File: config.mk
export PLATFORM = sky130hd
export DESIGN_NAME = core_sequencer
export DESIGN_NICKNAME = d
export VERILOG_FILES = /design/src/rtl/core_sequencer.sv
export SDC_FILE = /design/constraint.sdc
export NUM_CORES = 1
export LEC_CHECK = 0
export CORE_ASPECT_RATIO = 1.4
export CORE_MARGIN = 4
export CORE_UTILIZATION = 52
export DETAILED_ROUTE_END_ITERATION = 10
export GPL_ROUTABILITY_DRIVEN = 0
export PLACE_DENSITY = 0.85
export SYNTH_ARGS = -nofsm -noshare
export SYNTH_HDL_FRONTEND = slang
export SYNTH_SLANG_ARGS = --single-unit
File: constraint.sdc
create_clock -name clk -period 3.86 [get_ports clk]
set_input_delay 0.386 -clock clk [delete_from_list [all_inputs] [get_ports clk]]
set_output_delay 0.386 -clock clk [all_outputs]
set_load 0.01 [all_outputs]
File: src/rtl/core_sequencer.sv
// core_sequencer: multi-cycle control FSM for the sequential RV32I core.
// Each instruction moves through FETCH, DECODE, EXECUTE, MEM and WB. This
// block owns the instruction and data memory handshakes and generates the
// write enables and mux selects for the IR, PC, register file and
// write-back path.
//
// Ports:
//   clk, rst                 clock; asynchronous active-high reset
//   run                      allow a new instruction to start
//   opcode[6:0]              instr[6:0] from the IR (valid from DECODE on)
//   branch_taken             ALU branch compare result (valid in EXECUTE)
//   imem_req / imem_ack      instruction fetch handshake
//   dmem_req / dmem_we /     data access handshake (dmem_we: 1 = store)
//   dmem_ack
//   ir_we, pc_we, pc_sel     IR load, PC update, PC source
//                            (00 pc+4, 01 pc+imm, 10 (rs1+imm)&~1)
//   rf_we, wb_sel            register write, write-back source
//                            (00 ALU, 01 memory, 10 pc+4)
//   instr_retired            one-cycle pulse on an instruction's last cycle
//   halted, fault            HALT / FAULT status
//   state[2:0]               current state, for debug
//
// Optional build macro PERF_COUNTERS_EN adds cycle_count[31:0] and
// instret_count[31:0] performance counters.
//
// Outputs are combinational from state, latched opcode class and the ack
// inputs (plus branch_taken for the branch PC select).

module core_sequencer #(
  parameter int unsigned TIMEOUT = 255,
  parameter int unsigned TO_W    = 8
) (
  input  logic       clk,
  input  logic       rst,
  input  logic       run,
  input  logic [6:0] opcode,
  input  logic       branch_taken,
  output logic       imem_req,
  input  logic       imem_ack,
  output logic       dmem_req,
  output logic       dmem_we,
  input  logic       dmem_ack,
  output logic       ir_we,
  output logic       pc_we,
  output logic [1:0] pc_sel,
  output logic       rf_we,
  output logic [1:0] wb_sel,
  output logic       instr_retired,
  output logic       halted,
  output logic       fault,
  output logic [2:0] state
`ifdef PERF_COUNTERS_EN
  ,
  output logic [31:0] cycle_count,
  output logic [31:0] instret_count
`endif
);

  typedef enum logic [2:0] {
    S_IDLE    = 3'd0,
    S_FETCH   = 3'd1,
    S_DECODE  = 3'd2,
    S_EXECUTE = 3'd3,
    S_MEM     = 3'd4,
    S_WB      = 3'd5,
    S_HALT    = 3'd6,
    S_FAULT   = 3'd7
  } state_e;

  typedef enum logic [3:0] {
    C_NONE    = 4'd0,
    C_R       = 4'd1,
    C_OPIMM   = 4'd2,
    C_LOAD    = 4'd3,
    C_STORE   = 4'd4,
    C_BRANCH  = 4'd5,
    C_JAL     = 4'd6,
    C_JALR    = 4'd7,
    C_LUI     = 4'd8,
    C_AUIPC   = 4'd9,
    C_SYSTEM  = 4'd10,
    C_ILLEGAL = 4'd11
  } cls_e;

  state_e          state_q, state_d;
  cls_e            cls_q, cls_d;
  cls_e            dec_cls;
  logic [TO_W-1:0] cnt_q, cnt_d;
  logic            to_hit;
  state_e          end_state;

  // Opcode to instruction class.
  always_comb begin
    dec_cls = C_ILLEGAL;
    case (opcode)
      7'b0110011: dec_cls = C_R;
      7'b0010011: dec_cls = C_OPIMM;
      7'b0000011: dec_cls = C_LOAD;
      7'b0100011: dec_cls = C_STORE;
      7'b1100011: dec_cls = C_BRANCH;
      7'b1101111: dec_cls = C_JAL;
      7'b1100111: dec_cls = C_JALR;
      7'b0110111: dec_cls = C_LUI;
      7'b0010111: dec_cls = C_AUIPC;
      7'b1110011: dec_cls = C_SYSTEM;
      default:    dec_cls = C_ILLEGAL;
    endcase
  end

  assign to_hit    = (cnt_q == TO_W'(TIMEOUT));
  // Where an instruction goes after its final cycle.
  assign end_state = run ? S_FETCH : S_IDLE;

  // Next state, timeout counter and control outputs.
  always_comb begin
    state_d       = state_q;
    cls_d         = cls_q;
    cnt_d         = '0;
    imem_req      = 1'b0;
    dmem_req      = 1'b0;
    dmem_we       = 1'b0;
    ir_we         = 1'b0;
    pc_we         = 1'b0;
    pc_sel        = 2'b00;
    rf_we         = 1'b0;
    wb_sel        = 2'b00;
    instr_retired = 1'b0;
    halted        = 1'b0;
    fault         = 1'b0;

    case (state_q)
      S_IDLE: begin
        if (run) state_d = S_FETCH;
      end

      S_FETCH: begin
        imem_req = 1'b1;
        if (imem_ack) begin
          ir_we   = 1'b1;
          state_d = S_DECODE;
        end else if (to_hit) begin
          state_d = S_FAULT;
        end else begin
          cnt_d = cnt_q + TO_W'(1);
        end
      end

      S_DECODE: begin
        cls_d = dec_cls;
        case (dec_cls)
          C_SYSTEM:  state_d = S_HALT;
          C_ILLEGAL: state_d = S_FAULT;
          default:   state_d = S_EXECUTE;
        endcase
      end

      S_EXECUTE: begin
        case (cls_q)
          C_LOAD, C_STORE: state_d = S_MEM;
          C_BRANCH: begin
            pc_we         = 1'b1;
            pc_sel        = branch_taken ? 2'b01 : 2'b00;
            instr_retired = 1'b1;
            state_d       = end_state;
          end
          default: state_d = S_WB;
        endcase
      end

      S_MEM: begin
        dmem_req = 1'b1;
        dmem_we  = (cls_q == C_STORE);
        if (dmem_ack) begin
          if (cls_q == C_STORE) begin
            pc_we         = 1'b1;
            instr_retired = 1'b1;
            state_d       = end_state;
          end else begin
            state_d = S_WB;
          end
        end else if (to_hit) begin
          state_d = S_FAULT;
        end else begin
          cnt_d = cnt_q + TO_W'(1);
        end
      end

      S_WB: begin
        rf_we         = 1'b1;
        pc_we         = 1'b1;
        instr_retired = 1'b1;
        case (cls_q)
          C_LOAD:  wb_sel = 2'b01;
          C_JAL:   begin wb_sel = 2'b10; pc_sel = 2'b01; end
          C_JALR:  begin wb_sel = 2'b10; pc_sel = 2'b10; end
          default: wb_sel = 2'b00;
        endcase
        state_d = end_state;
      end

      S_HALT:  halted = 1'b1;
      S_FAULT: fault  = 1'b1;
      default: state_d = S_FAULT;
    endcase
  end

  assign state = 3'(state_q);

  always_ff @(posedge clk or posedge rst) begin
    if (rst) begin
      state_q <= S_IDLE;
      cls_q   <= C_NONE;
      cnt_q   <= '0;
    end else begin
      state_q <= state_d;
      cls_q   <= cls_d;
      cnt_q   <= cnt_d;
    end
  end

`ifdef PERF_COUNTERS_EN
  logic [31:0] cycle_count_q, cycle_count_d;
  logic [31:0] instret_count_q, instret_count_d;

  // Active-cycle and retired-instruction counters; both wrap naturally.
  always_comb begin
    cycle_count_d   = cycle_count_q;
    instret_count_d = instret_count_q;
    if (!(state_q inside {S_IDLE, S_HALT, S_FAULT}))
      cycle_count_d = cycle_count_q + 32'd1;
    if (instr_retired)
      instret_count_d = instret_count_q + 32'd1;
  end

  always_ff @(posedge clk or posedge rst) begin
    if (rst) begin
      cycle_count_q   <= '0;
      instret_count_q <= '0;
    end else begin
      cycle_count_q   <= cycle_count_d;
      instret_count_q <= instret_count_d;
    end
  end

  assign cycle_count   = cycle_count_q;
  assign instret_count = instret_count_q;
`endif

endmodule

After elaboration in Yosys (flattened, before gate mapping)

Index checks and enable logic that the tools add are counted.
W data, S select, Z words.

Flip-flop bits (word level): 15
Latch bits: 0
Memory bits (writable): 0
Bits in read-only memories: 0
Bits of input ports: 13
Output and inout port bits: 16
Memories kept: 0

Add/subtract/negate cells: 1
Multiply operators: 0
Divide/modulo/power cells: 0
Order comparisons: 0
Equality and inequality tests: 26
Shift-type cells: 0
Muxes and demuxes: 32
Bitwise operators: 0
Reduce and logical (&&, ||, !) cells: 5

Operator list:

| operator              | number |
|---|---|
| $pmux W4 S10          | 1 |
| $eq A7 B7 Y1 const B  | 4 |
| $mux W8               | 3 |
| $eq A7 B6 Y1 const B  | 3 |
| $pmux W3 S6           | 1 |
| $eq A4 B3 Y1 const B  | 4 |
| $pmux W8 S2           | 1 |
| $mux W3               | 5 |
| $eq A7 B5 Y1 const B  | 2 |
| $mux W1               | 14 |
| $eq A3 B3 Y1 const B  | 4 |
| $pmux W2 S2           | 3 |
| $pmux W3 S2           | 2 |
| $add A8 B1 Y8 const B | 1 |
| $eq A4 B4 Y1 const B  | 2 |
| $eq A8 B8 Y1 const B  | 1 |
| $eq A7 B2 Y1 const B  | 1 |
| $eq A3 B2 Y1 const B  | 2 |
| $reduce_bool A6 Y1    | 1 |
| $eq A4 B2 Y1 const B  | 1 |
| $reduce_or A2 Y1      | 2 |
| $eq A3 B1 Y1 const B  | 1 |
| $logic_not A3 Y1      | 1 |
| $pmux W1 S3           | 1 |
| 3 further kinds       | 3 |

Logic depth before layout (Yosys ltp)

Gate-level depths: netlist (run 1).

Depth after elaboration: 5
Gate-level depth with buffers: 6
Depth with buffers taken out: 5

Least setup slack after synthesis (run 1)

Ideal clock, no wire load.

Path kind: register to output
Start: reg state_q[2] (netlist: state[2])
End: out pc_we
Arrival: 1,517 ps
Path slack: 1,957 ps
Cell stages (with the launch flop): 7
Buffers on the path: 2
Path through: dfrtp_1 clkbuf_1 inv_1 nor2_1 nand2_1 o32ai_1 buf_4

Cells in the longest elaborated chain, start to end: 2

Ends and longest elaborated chain:

| item                                         | RTL line | text |
|---|---|---|
| start: declaration                           | 85       | `state_e state_q, state_d;` |
| start signal: assignment                     | 215      | `state_q <= state_d;` |
| $eq A3 B3 Y1 or $eq A3 B2 Y1 (tied branches) | -        |  |
| $pmux W1 S3 *                                | -        |  |
| end: declaration                             | 44       | `output logic pc_we,` |

Every way passes the cells marked *; elsewhere a longest branch is shown, timed or not.

Worst setup path after layout (run 1)

Start: reg state_q[2] (netlist: state[2])
End: out pc_sel[0]

Cells in the longest elaborated chain, start to end: 2

Ends and longest elaborated chain:

| item                                         | RTL line | text |
|---|---|---|
| $eq A3 B3 Y1 or $eq A3 B2 Y1 (tied branches) | 131      | `case (state_q)` |
| $pmux W2 S2 *                                | 131      |  |
| end: declaration                             | 45       | `output logic [1:0] pc_sel,` |

Marked as above.

==> results by group, run 1 <==
Global routing
  • Global route total overflow: 0
  • Wire length of the first global-routing pass: 4133 microns
  • Pin count of the biggest net entering global routing: 18
  • GRT Total Usage: 18.40%
  • Number of global-route vias before repair: 1006
  • Number of antenna violations at the first check in global routing: 0

Power
  • Clock share of power: 15.2%
  • Net Sw Power: 239.1 uW
  • Combinational Power Share: 42.7%
  • Cell internal power dissipation: 362.1 uW
  • Sequential cell fraction of total power: 42.1%
  • Peak supply drop: 0.2703 mV
  • Final Power: 601.2 uW
  • Power density cells: 428.7 mW/mm^2
  • Net switching share of the total power: 39.77%
  • Leakage component of the power: 0.5894 nW

Route
  • Total number of vias: 1079
  • 1st-pass router iterations: 4
  • Final wirelength: 2495 microns
  • Mean number of vias per cell: 5.896
  • Iter 0 DRT Violations: 29
  • Antenna Nets Post-Route: 0
  • Drt wl/cell: 13.63 microns
  • DRC violation count after routing: 0

STA
  • Setup slack of the critical path after layout: 1.236 ns
  • Final number of hold-violating endpoints: 0
  • Actual slew at the worst max-slew pin: 0.5499 ns
  • Final period demand of the worst path: 2.624 ns
  • Setup violations, final: 0
  • F_max: 0.3811 GHz
  • Setup repair after global routing missed its margin: no
  • Number of max-slew violations in the final report: 0
  • Final setup skew: 0.003226 ns
  • Worst slew margin: 63.30%
  • Final period util: 67.97%
  • Total negative slack for setup checks: 0 ns
  • WHS: 0.4388 ns

Synth
  • Total of flip-flops plus latches after synthesis: 15
  • Netlist area before placement: 0.001115 sq mm
  • Sequential element share of the synthesized area: 33.67%
  • Synthesized instance count: 138
  • Area share of the largest cell type after synthesis: 33.67%
  • Synthesized Nets: 154
  • Top post-synthesis cells by area: sky130_fd_sc_hd__dfrtp_1 34%, sky130_fd_sc_hd__nor2_1 6.4%, sky130_fd_sc_hd__nand3_1 4.5%
  • Synth area leader: sky130_fd_sc_hd__dfrtp_1
  • Warnings from Yosys: 0
  • Library cells used by synthesis: 45
  • Mean instance size in the synthesized netlist: 8.078 sq um

Die
  • Placeable core area: 0.001997 sq mm
  • Count of boundary I/O pins: 29
  • Chip Height: 62.79 microns
  • Die width: 47.13 microns
  • Area of the die: 0.002959 sq mm
  • Starting density of the core: 55.83%
  • Std-Cell Rows: 19

Placement
  • PortBufs: 28
  • Pre-CTS setup slack: 1.574 ns
  • Placed cell area: 0.001373 sq mm
  • Half-perimeter wire length of the detailed placement result: 1987 microns

Worst setup path
  • Cell depth of the worst flop-to-flop path: 4
  • Data required time at the worst endpoint: 3.47 ns
  • Buffer and inverter count on the worst path: 2
  • List of cells traversed by the critical path: inv_1 -> nor2_1 -> nand4_1 -> o22ai_1 -> clkdlybuf4s50_1
  • Endpoint class of the critical path: output pin
  • Setup crit end: pc_sel[0]
  • Startpoint type of the worst setup path: register
  • Largest incremental delay on the critical path: 0.60 ns
  • Startpoint of the most critical register-to-register path: state[1]$_DFFE_PP0P_
  • Cell type of the slowest stage on the worst timing path: sky130_fd_sc_hd__dfrtp_1
  • Critical path arrival: 2.24 ns
  • Endpoint of the worst-slack reg-to-reg timing path: state[2]$_DFFE_PP0P_
  • Critical path type: reg -> out
  • Top cell family by delay on the critical path: buffers and inverters
  • Critical path depth in cells: 5
  • Launching element of the worst setup path: state[2]$_DFFE_PP0P_
  • Slack of the worst reg-to-reg path: 2.12 ns
  • Largest fanout of any net on the critical path: 15

Finish
  • Filler instances: 177
  • Post-layout instance area: 0.001403 sq mm
  • Fraction of final layout cells with drive strength greater than 1: 4.938%
  • Area occupied by registers: 375.4 sq um
  • Multi-input combinational cell area: 654.4 sq um
  • Highest-count cells in the layout ignoring fill and taps: 28 x sky130_fd_sc_hd__clkdlybuf4s50_1, 19 x sky130_fd_sc_hd__nor2_1, 15 x sky130_fd_sc_hd__dfrtp_1
  • Most frequent standard cell in the layout excluding fill and tap cells: sky130_fd_sc_hd__clkdlybuf4s50_1
  • Area Overhead vs Synth: 25.81%
  • Nets@finish: 179
  • Antenna Cells: 0

Clocking
  • CTS Buf Count: 3
  • TritonCTS clock tree: yes
  • Htree depth: 1
  • Buffer levels on the longest clock path: 2
  • Clock-pin slew of the registers on the worst-case setup and hold paths: 0.09 ns
  • Root buffer cell: sky130_fd_sc_hd__clkbuf_4
  • Hold-fix buffer count after cts: 0
  • Clock insertion delay at the later pin of the skew report: 0.28 ns
  • Setup fix buffers added after clock tree synthesis: 0
  • Cells resized by post-CTS repair: 0
  • CTS Sinks: 15

Status
  • Outcome: finished, final reports clean

Hold path
  • Type of the tightest min-delay check: in -> async

Flow run
  • Max Cap Violations: 0
-- layout make-up --
class	count	area share (%)
multi-input cells	106	46.65
flip-flops and latches	15	26.76
clock buffers	3	1.606
inverters	9	2.587
repair buffers	28	19.98
well taps	21	1.873
clock inverters	1	0.5352
-- power by group through the flow --
stage	sequential [mW]	clock (mW)	combinational (mW)
2_1_floorplan	0.230	0	0.195
3_3_place_gp	0.252	0	0.252
3_5_place_dp	0.256	0	0.257
4_1_cts	0.252	0.0947	0.259
5_1_grt	0.263	0.104	0.287
6_report	0.253	0.0912	0.257
-- metrics by stage --
| step | instances | utilization [%] |
|---|---|---|
| 3_5_place_dp | 179 | 68.73 |
| 4_1_cts | 183 | 70.24 |
| 5_1_grt | 183 | 70.24 |
| 2_1_floorplan | 138 | - |
| 6_report | 183 | 70.24 |
| 3_3_place_gp | 179 | 68.73 |
-- logic make-up (layout without fill, tap and decap cells) --
group           after synthesis  after routing  share of synthesized area (%)
xor+xnor                      7              7                          5.500
flops                        15             15                          33.67
simple gates                 68             68                          32.21
fa+ha+maj                     3              3                          3.367
buf+inv                      17             41                          7.633
compound gates               27             27                          16.72
mux                           1              1                         0.8979
-- routing by layer --
metal / track usage [%] / up-vias / part of all wire [%]
li1: - / 544 / -
met1: 21.92 / 497 / 40
met2: 31.80 / 36 / 53
met3: 2.017 / 2 / 6.3
met4: 6.920 / 0 / 0.64
met5: 0 / - / 0
-- state kept, by name (all words and copies together) (netlist names) --
| name | count |
|---|---|
| state | 3 |
| cnt_q | 8 |
| cls_q | 4 |
-- synthesized netlist by cell type, drive strengths merged --
cell and count:
a2111oi 1, a21o 1, a21oi 3, a221oi 1, a222oi 1, a22oi 2, a31oi 5, a41oi 1
and2 1, and3 3, and3b 2, and4 2, buf 3, clkbuf 5, dfrtp 15, ha 3
inv 9, mux2i 1, nand2 11, nand2b 3, nand3 10, nand3b 1, nand4 2, nor2 19
nor2b 1, nor3 2, nor3b 4, nor4 1, nor4b 1, o211ai 1, o21ai 5, o21bai 1
o221ai 1, o22a 1, o22ai 1, o32ai 1, o41ai 1, or2 3, or3 2, xnor2 2
xor2 5
-- how the worst min path moves through the flow --
stage,end,slack [ns]
6_report,cnt_q[3]$_DFF_PP0_,0.44
3_3_place_gp,cnt_q[0]$_DFF_PP0_,0.49
4_1_cts,cnt_q[5]$_DFF_PP0_,0.45
3_5_place_dp,cnt_q[0]$_DFF_PP0_,0.51
2_1_floorplan,cls_q[0]$_DFFE_PP0P_,0.29
5_1_grt,cnt_q[1]$_DFF_PP0_,0.50
Note: power is estimated with default switching activity, not from simulation.
==> run 2, diff against run 1 <==
--- a/config.mk
+++ b/config.mk
@@ -7,10 +7,10 @@
 export LEC_CHECK = 0
 export CORE_ASPECT_RATIO = 1.4
 export CORE_MARGIN = 4
-export CORE_UTILIZATION = 52
+export CORE_UTILIZATION = 48
 export DETAILED_ROUTE_END_ITERATION = 10
 export GPL_ROUTABILITY_DRIVEN = 0
-export PLACE_DENSITY = 0.85
+export PLACE_DENSITY = 0.79
 export SYNTH_ARGS = -nofsm -noshare
 export SYNTH_HDL_FRONTEND = slang
 export SYNTH_SLANG_ARGS = --single-unit
==> constraint.sdc (replaced) <==
create_clock -name clk -period 2.49 [get_ports clk]
set_input_delay 0.249 -clock clk [delete_from_list [all_inputs] [get_ports clk]]
set_output_delay 0.249 -clock clk [all_outputs]
set_load 0.01 [all_outputs]
==> run 2 against run 1 <==
Sequential cell count is the same. Global-route usage down 1.8 points. Via count increased by 2.0%. Non-clock buffer count is 1 higher. Clock-buffer cell count unchanged. Die area is 7.1% higher. Final cell count rose by 1.1%. Largest cell class unchanged. Critical path depth down 1. Wire length increased by 3.4%. Utilization decreased by 6.0 points.
==> results by group, run 2 (synthesis gave the netlist of run 1 again) <==
Status
  • Outcome: finished, final reports clean

Power
  • Combinational Power Share: 44.7% (+2.0 points)
  • Leakage component of the power: 0.6015 nW (+2.0%)
  • Power density cells: 659.8 mW/mm^2 (+54%)
  • Net Sw Power: 365.9 uW (+53%)
  • Peak supply drop: 0.3800 mV (+41%)
  • Cell internal power dissipation: 566.9 uW (+57%)
  • Final Power: 932.8 uW (+55%)
  • Sequential cell fraction of total power: 41.2% (-0.9 points)
  • Clock share of power: 14.2% (-1.0 points)
  • Net switching share of the total power: 39.22% (-0.55 points)

Hold path
  • Type of the tightest min-delay check: in -> async

Finish
  • Reg with most FFs: cnt_q
  • Post-route core utilization: 64.20% (-6.0 points)
  • Area Overhead vs Synth: 26.82%
  • Highest-count cells in the layout ignoring fill and taps: 28 x sky130_fd_sc_hd__clkdlybuf4s50_1, 19 x sky130_fd_sc_hd__nor2_1, 15 x sky130_fd_sc_hd__dfrtp_1
  • Fraction of final layout cells with drive strength greater than 1: 6.135% (+1.2 points)
  • Most frequent standard cell in the layout excluding fill and tap cells: sky130_fd_sc_hd__clkdlybuf4s50_1
  • Nets@finish: 180 (+0.56%)
  • Largest register FFs: 8 (unchanged)
  • Antenna Cells: 0 (unchanged)

Clocking
  • Clock insertion delay at the later pin of the skew report: 0.28 ns (about the same)
  • TritonCTS clock tree: yes
  • Clock-pin slew of the registers on the worst-case setup and hold paths: 0.08 ns (about the same)
  • Buffer levels on the longest clock path: 2 (unchanged)
  • CTS Buf Count: 3 (unchanged)
  • CTS Sinks: 15 (unchanged)
  • Setup fix buffers added after clock tree synthesis: 0 (unchanged)
  • Htree depth: 1 (unchanged)
  • Root buffer cell: sky130_fd_sc_hd__clkbuf_4

Worst setup path
  • Slack of the worst reg-to-reg path: 0.75 ns (-1.37 ns)
  • Startpoint of the most critical register-to-register path: state[1]$_DFFE_PP0P_
  • Endpoint of the worst-slack reg-to-reg timing path: state[2]$_DFFE_PP0P_
  • Data required time at the worst endpoint: 2.24 ns (-1.23 ns)
  • List of cells traversed by the critical path: nor2b_1 -> nand3_1 -> o32ai_1 -> clkdlybuf4s50_1
  • Startpoint type of the worst setup path: register
  • Endpoint class of the critical path: output pin
  • Largest fanout of any net on the critical path: 5 (-10)
  • Cell type of the slowest stage on the worst timing path: sky130_fd_sc_hd__clkdlybuf4s50_1
  • Critical path arrival: 2.11 ns (-0.13 ns)
  • Cell depth of the worst flop-to-flop path: 4 (unchanged)
  • Largest incremental delay on the critical path: 0.60 ns (about the same)
  • Critical path type: reg -> out

STA
  • Final period util: 94.82%
  • Number of max-slew violations in the final report: 0 (unchanged)
  • Final period demand of the worst path: 2.361 ns
  • F_max: 0.4235 GHz
  • Final setup skew: 0.003425 ns (+0.0001988 ns)
  • Setup repair after global routing missed its margin: no
  • Actual slew at the worst max-slew pin: 0.5475 ns (-0.002447 ns)
  • Total negative slack for setup checks: 0 ns (unchanged)
  • Setup violations, final: 0 (unchanged)
  • Worst slew margin: 63.46% (+0.16 points)
  • Final number of hold-violating endpoints: 0 (unchanged)

Die
  • Starting density of the core: 50.62% (-5.2 points)
  • Chip Height: 65.02 microns (+3.6%)
  • Placeable core area: 0.002202 sq mm (+10%)
  • Die width: 48.73 microns (+3.4%)
  • Std-Cell Rows: 20 (+1)
  • Count of boundary I/O pins: 29 (unchanged)
  • Area of the die: 0.003168 sq mm (+7.1%)

Route
  • Mean number of vias per cell: 5.951 (+0.94%)
  • Drt wl/cell: 13.95 microns (+2.3%)
  • 1st-pass router iterations: 5 (+1)
  • Total number of vias: 1101 (+2.0%)
  • DRC violation count after routing: 0 (unchanged)
  • Antenna Nets Post-Route: 0 (unchanged)
  • Final wirelength: 2581 microns (+3.4%)
  • Iter 0 DRT Violations: 27 (-6.9%)

Global routing
  • Pin count of the biggest net entering global routing: 18 (unchanged)
  • GRT Total Usage: 16.56% (-1.8 points)
  • Number of global-route vias before repair: 1021 (+1.5%)
  • Wire length of the first global-routing pass: 4298 microns (+4.0%)
  • Number of antenna violations at the first check in global routing: 0 (unchanged)
  • Global route total overflow: 0 (unchanged)

Placement
  • Half-perimeter wire length of the detailed placement result: 2084 microns (+4.9%)
  • PortBufs: 28 (unchanged)

Flow run
  • Max Cap Violations: 0 (unchanged)
## run 2: power by group through the flow
| stage | logic (mW) | registers (mW) | clock network [mW] |
|---|---|---|---|
| CTS | 0.417 | 0.381 | 0.139 |
| finish | 0.417 | 0.384 | 0.132 |
| global placement | 0.403 | 0.384 | 0 |
| global route | 0.473 | 0.393 | 0.151 |
| detailed placement | 0.415 | 0.387 | 0 |
| floorplan | 0.302 | 0.357 | 0 |
## run 2: worst max-delay path by stage
stage                         startpoint            end  depth (start not counted)
floorplan           state[2]$_DFFE_PP0P_          pc_we                          6
global placement    cls_q[2]$_DFFE_PP0P_          pc_we                          4
detailed placement  cls_q[2]$_DFFE_PP0P_  instr_retired                          4
CTS                 cls_q[2]$_DFFE_PP0P_  instr_retired                          4
global route        cls_q[2]$_DFFE_PP0P_  instr_retired                          4
finish              cls_q[2]$_DFFE_PP0P_  instr_retired                          4
## run 2: area by class of cell
type	count	area, sq um
clock buffers	3	22.52
clock inverters	1	5.005
fillers	190	788.3
inverters	9	36.28
multi-input cells	106	659.4
flip-flops and latches	15	375.4
well taps	22	27.53
repair buffers	29	287.8
## run 2: what timing repair did
item | in CTS | in global routing
hold buffers | 0 | 0
endpoints found under the setup margin | 0 | 1
resized for setup | 0 | 1
endpoints found under the hold margin | 0 | 0
## run 2: per-stage QoR
stage | worst slack, ns | std cells | hold slack, ns | cell area [sq um]
final | 0.1290 | 185 | 0.3087 | 1414
after global routing | 0.02964 | 185 | 0.3507 | 1414
after CTS | 0.1292 | 185 | 0.3179 | 1409
after detailed placement | 0.4498 | 181 | 0.5073 | 1381
after global placement | 0.5268 | 181 | 0.5072 | 1381
after floorplan | 0.7241 | 138 | 0.1505 | 1115
## run 2: layer usage
metal | vias up | share of wire (%) | GRT usage, %
li1 | 544 | - | -
met1 | 516 | 40 | 16.76
met2 | 37 | 54 | 32.35
met3 | 4 | 5.1 | 2.529
met4 | 0 | 1.2 | 7.071
met5 | - | 0 | 0
## run 2: critical path, delay by kind of cell (launching register included)
kind            cells  cell delay, ns
buf+inv             1            0.60
simple gates        2            0.49
flops               1            0.40
compound gates      1            0.35
==> run 3, diff against run 2 <==
--- a/config.mk
+++ b/config.mk
@@ -5,6 +5,7 @@
 export SDC_FILE = /design/constraint.sdc
 export NUM_CORES = 1
 export LEC_CHECK = 0
+export ABC_CLOCK_PERIOD_IN_PS = 2490
 export CORE_ASPECT_RATIO = 1.4
 export CORE_MARGIN = 4
 export CORE_UTILIZATION = 48
==> results of run 3 <==
The final DEF is identical to that of run 2; final timing and power are the same.
==> RTL edit 1 (flow settings as in run 3) <==
`TO_W`: 8 -> 12.
--- a/src/rtl/core_sequencer.sv
+++ b/src/rtl/core_sequencer.sv
@@ -30,3 +30,3 @@
   parameter int unsigned TIMEOUT = 255,
-  parameter int unsigned TO_W    = 8
+  parameter int unsigned TO_W    = 12
 ) (
Function: same outputs for any inputs over 10 cycles, from zero or initial values and one cycle with rst high; that may be too few to reach the edited logic, so the function may still have changed.
==> RTL edit 1 against run 3 <==
Setup slack improved by 0.035 ns; sequential cell count up 4; routed wire length increased by 17%; sequential share of layout area increased by 2.6 points; design area increased by 16%; power rose by 37%; sequential power rose by 34%; synthesized cell count is 18% higher; first-iteration DRC count rose by 3.7%; die area is 16% higher; synthesized area grew 19%; critical endpoint is now dmem_we.
==> RTL edit 1: results (changes against run 3) <==
[final_layout]
number_of_fillers_in_the_final_layout=248  ; +31%
final_layout_size_suffix_gt1_share_pct=7.447  ; +1.3 points
antennaDiodeCount=0  ; unchanged
fin_nets=205  ; +14%
largest_register=cnt_q
largest_reg_flops=12  ; +4

[setup_path]
critical_path.max_fanout=14  ; +9
crit_arrival_ns=2.08  ; -0.03 ns

[placed_design]
place_inst=220  ; +22%
dpl.hpwl_um=2363  ; +13%
placedInstanceArea_um2=1607  ; +16%

[clock_network]
clock_tree.root_cell=clkbuf_4
htree_levels=1  ; unchanged
worstSkewPairLatency_ns=0.30  ; +0.02 ns
cts.reportedPaths.clkPinSlew_ns=0.11  ; +0.03 ns
ctsLongestPathBuffers=2  ; unchanged

[synthesis]
synthTopCellsByArea=dfrtp_1, nor2_1, nand3_1
synthXorXnorAreaFrac_pct=7.271  ; +1.8 points
synthTopCellsByCount=nor2_1, dfrtp_1, nand3_1
yosysSeqAreaShare_pct=35.88  ; +2.2 points
synth_compound_gate_area_share_pct=13.50  ; -3.2 points
synth.area.mux_share_pct=0.8499  ; -0.048 points
syn_nets=179  ; +16%
synth_fa_ha_area_share_pct=2.833  ; -0.53 points
synthesis.area_per_instance_um2=8.129  ; +0.63%

[power]
ir_drop_mv=0.5273  ; +39%
net_sw_share_pct=42.45  ; +3.2 points
comb_power_share_pct=47.6  ; +2.9 points
fin_total_pwr_mw=1.275  ; +37%
power.sequential.total_uw=513  ; +34%
leakage_nw=0.6585  ; +9.5%

[sta]
worst-slew-pin-transition_ns=0.6962  ; +0.1487 ns
worst_clock_skew_ns=0.003439  ; +0.00001410 ns

[global_route]
grt_first_pass_wirelength_um=5078  ; +18%
maximum_number_of_pins_on_one_net_before_global_route_repair=20  ; +2
grt_pass1_vias=1197  ; +17%
global_route.usage.total_pct=17.46  ; +0.91 points

[drt]
detail_route.iter0.violations=28  ; +3.7%
wl_met3_um=98  ; -26%
routed-wl-met2_um=1659  ; +19%
routed_via_density=5.567  ; -6.5%
routed_wl_um=3023  ; +17%
drt-met1-wl_um=1213  ; +19%
detail_route.first_pass.iterations=4  ; -1

[status]
result_of_the_run=complete, no violations

-- RTL edit 1: cell count changes after synthesis, sizes merged, moves of 4 or more --
cell    before  now
a21oi        3    8
clkbuf       5    1
nor2        19   28
dfrtp       15   19
nor3         2    7
a31oi        5    0
-- RTL edit 1: stage by stage --
stage / util, % / setup slack, ns
6_report: 62.12 / 0.1640
5_1_grt: 62.12 / 0.03829
2_1_floorplan: - / 0.8039
3_3_place_gp: 60.80 / 0.4423
3_5_place_dp: 60.80 / 0.3911
4_1_cts: 61.84 / 0.09439
-- RTL edit 1: path summary, 6_finish.rpt --
check	startpoint	endpoint	slack (ns)	cells after the start
max in group asynchronous	rst	state[2]$_DFFE_PP0P_	1.66	2
min	rst	cnt_q[7]$_DFF_PP0_	0.35	2
min in group clk	cnt_q[0]$_DFF_PP0_	cnt_q[0]$_DFF_PP0_	0.47	1
max reg2reg	state[1]$_DFFE_PP0P_	state[0]$_DFFE_PP0P_	0.62	6
max	state[1]$_DFFE_PP0P_	dmem_we	0.16	3
min reg2reg	cnt_q[0]$_DFF_PP0_	cnt_q[0]$_DFF_PP0_	0.47	1
-- RTL edit 1: per-layer routing --
layer	GRT usage (%)	up-vias
met1	19.78	595
met2	32.32	24
met5	0	-
met3	1.279	8
li1	-	620
met4	6.534	0
-- RTL edit 1: area by class of cell --
type / count / area [um2] / share of cell area, %
inverter: 7 / 26.28 / 1.601
clock buffer: 3 / 22.52 / 1.372
multi-input combinational: 130 / 784.5 / 47.79
tap: 36 / 45.04 / 2.744
sequential: 19 / 478.0 / 29.12
timing repair buffer: 28 / 280.3 / 17.07
clock inverter: 1 / 5.005 / 0.3049
-- RTL edit 1: worst max-delay path, stage by stage, from the launching register on --
cell and delay, ns:
dfrtp_1 0.56, or3b_4 0.49, nor3_1 0.17, clkdlybuf4s50_1 0.56
==> RTL edit 2 (settings of run 3) <==
Made on the original files. Re-encode `cls_e` (12 values) as Gray code, 4 bits wide.
--- a/src/rtl/core_sequencer.sv
+++ b/src/rtl/core_sequencer.sv
@@ -70,14 +70,14 @@
   typedef enum logic [3:0] {
-    C_NONE    = 4'd0,
-    C_R       = 4'd1,
-    C_OPIMM   = 4'd2,
-    C_LOAD    = 4'd3,
-    C_STORE   = 4'd4,
-    C_BRANCH  = 4'd5,
-    C_JAL     = 4'd6,
-    C_JALR    = 4'd7,
-    C_LUI     = 4'd8,
-    C_AUIPC   = 4'd9,
-    C_SYSTEM  = 4'd10,
-    C_ILLEGAL = 4'd11
+    C_NONE    = 4'b0000,
+    C_R       = 4'b0001,
+    C_OPIMM   = 4'b0011,
+    C_LOAD    = 4'b0010,
+    C_STORE   = 4'b0110,
+    C_BRANCH  = 4'b0111,
+    C_JAL     = 4'b0101,
+    C_JALR    = 4'b0100,
+    C_LUI     = 4'b1100,
+    C_AUIPC   = 4'b1101,
+    C_SYSTEM  = 4'b1111,
+    C_ILLEGAL = 4'b1110
   } cls_e;
Formal check against the unedited RTL: same outputs for any inputs over 10 cycles, from zero or initial values and one cycle with rst high; not proved beyond that.
==> RTL edit 2 against run 3 <==
Clock skew grew 0.0012 ns; combinational power increased by 18%; synthesized area up 7.0%; hold slack worse by 0.0035 ns; sequential cell count unchanged; die area is 5.9% higher; design area increased by 7.9%; routed wire length increased by 6.0%; final cell count increased by 8.1%; power increased by 5.6%; utilization fell by 0.42 points; setup slack gained 0.017 ns; sequential power fell by 9.9%; clock power is 11% higher; critical endpoint is now pc_we.
==> RTL edit 2: results (changes against run 3) <==
[status]
result_of_the_run=complete, no violations

[synthesis]
synthTopCellsByArea=dfrtp_1, nor2_1, o21ai_0
synth.area.mux_share_pct=1.784  ; +0.89 points
synthDistinctLibCells=55  ; +22%
syn_nets=153  ; -0.65%
yosysSeqAreaShare_pct=31.48  ; -2.2 points
synth_top_area_share_pct=31.48  ; -2.2 points
synth_fa_ha_area_share_pct=3.148  ; -0.22 points
synth_compound_gate_area_share_pct=20.04  ; +3.3 points
synthTopCellsByCount=dfrtp_1, nor2_1, nand2_1

[global_route]
global_route.usage.total_pct=18.02  ; +1.5 points
grt_pass1_vias=1056  ; +3.4%

[drt]
detail_route.first_pass.iterations=4  ; -1
detail_route.iter0.violations=29  ; +7.4%
routed_wl_um=2737  ; +6.0%

[final_layout]
number_of_fillers_in_the_final_layout=217  ; +14%
nonClockInverterCount=8  ; -1
nNonClkBuffers=31  ; +6.9%
clock_area_share_pct=1.805  ; -0.14 points
portion_of_the_layout_cell_area_used_by_non_clock_buffers_pct=19.85  ; -0.50 points
multi_input_gates=108  ; +1.9%

[power]
net_sw_share_pct=39.65  ; +0.43 points
ir_drop_mv=0.3956  ; +4.1%

[sta]
worst_clock_skew_ns=0.004578  ; +0.001153 ns

[setup_path]
cpPeakStageDelay_ns=0.54  ; -0.06 ns

RTL edit 2: cell types whose count changed in the layout (fill, tap and decap cells not counted), moves of 3 or more:
| cell | run 3 | this run |
|---|---|---|
| nand3_1 | 10 | 5 |
| nor2_1 | 19 | 15 |
| a21oi_1 | 3 | 6 |
| a31oi_1 | 5 | 2 |
| o21ai_0 | 5 | 8 |
| or2b_2 | 0 | 3 |
RTL edit 2: cells by family after synthesis:
logic type	Yosys count
AND/OR/NAND/NOR	65
AO/OA/AOI/OAI	33
flip-flops	15
buffers and inverters	14
XOR/XNOR	5
adder cells (fa/ha/maj)	3
multiplexers	2
RTL edit 2: through the flow:
step	power (mW)	cells	worst slack, ns	util (%)	hold slack (ns)
after floorplan	0.6820	137	0.6257	-	0.1505
after global placement	0.8295	196	0.4555	62.38	0.4690
after detailed placement	0.8395	196	0.4021	62.38	0.4776
after CTS	0.9856	200	0.06749	63.53	0.3251
after global routing	1.057	200	0.02901	63.79	0.3472
final	0.9849	200	0.1459	63.79	0.3052
RTL edit 2: final timing paths:
kind	slack, ns	startpoint	endpoint	depth (start not counted)
max in group asynchronous	1.80	rst	cls_q[0]$_DFFE_PP0P_	2
min	0.31	rst	cnt_q[3]$_DFF_PP0_	2
min in group clk	0.49	cnt_q[0]$_DFF_PP0_	cnt_q[0]$_DFF_PP0_	1
max reg2reg	0.62	state[1]$_DFFE_PP0P_	state[0]$_DFFE_PP0P_	7
min reg2reg	0.49	cnt_q[0]$_DFF_PP0_	cnt_q[0]$_DFF_PP0_	1
max	0.15	state[1]$_DFFE_PP0P_	pc_we	7
RTL edit 2: routing by layer:
metal	GRT usage (%)	vias up	routed length, um
met5	0	-	0
met4	10.03	0	59
met3	2.013	6	112
met2	31.70	28	1372
met1	20.89	546	1192
li1	-	557	-
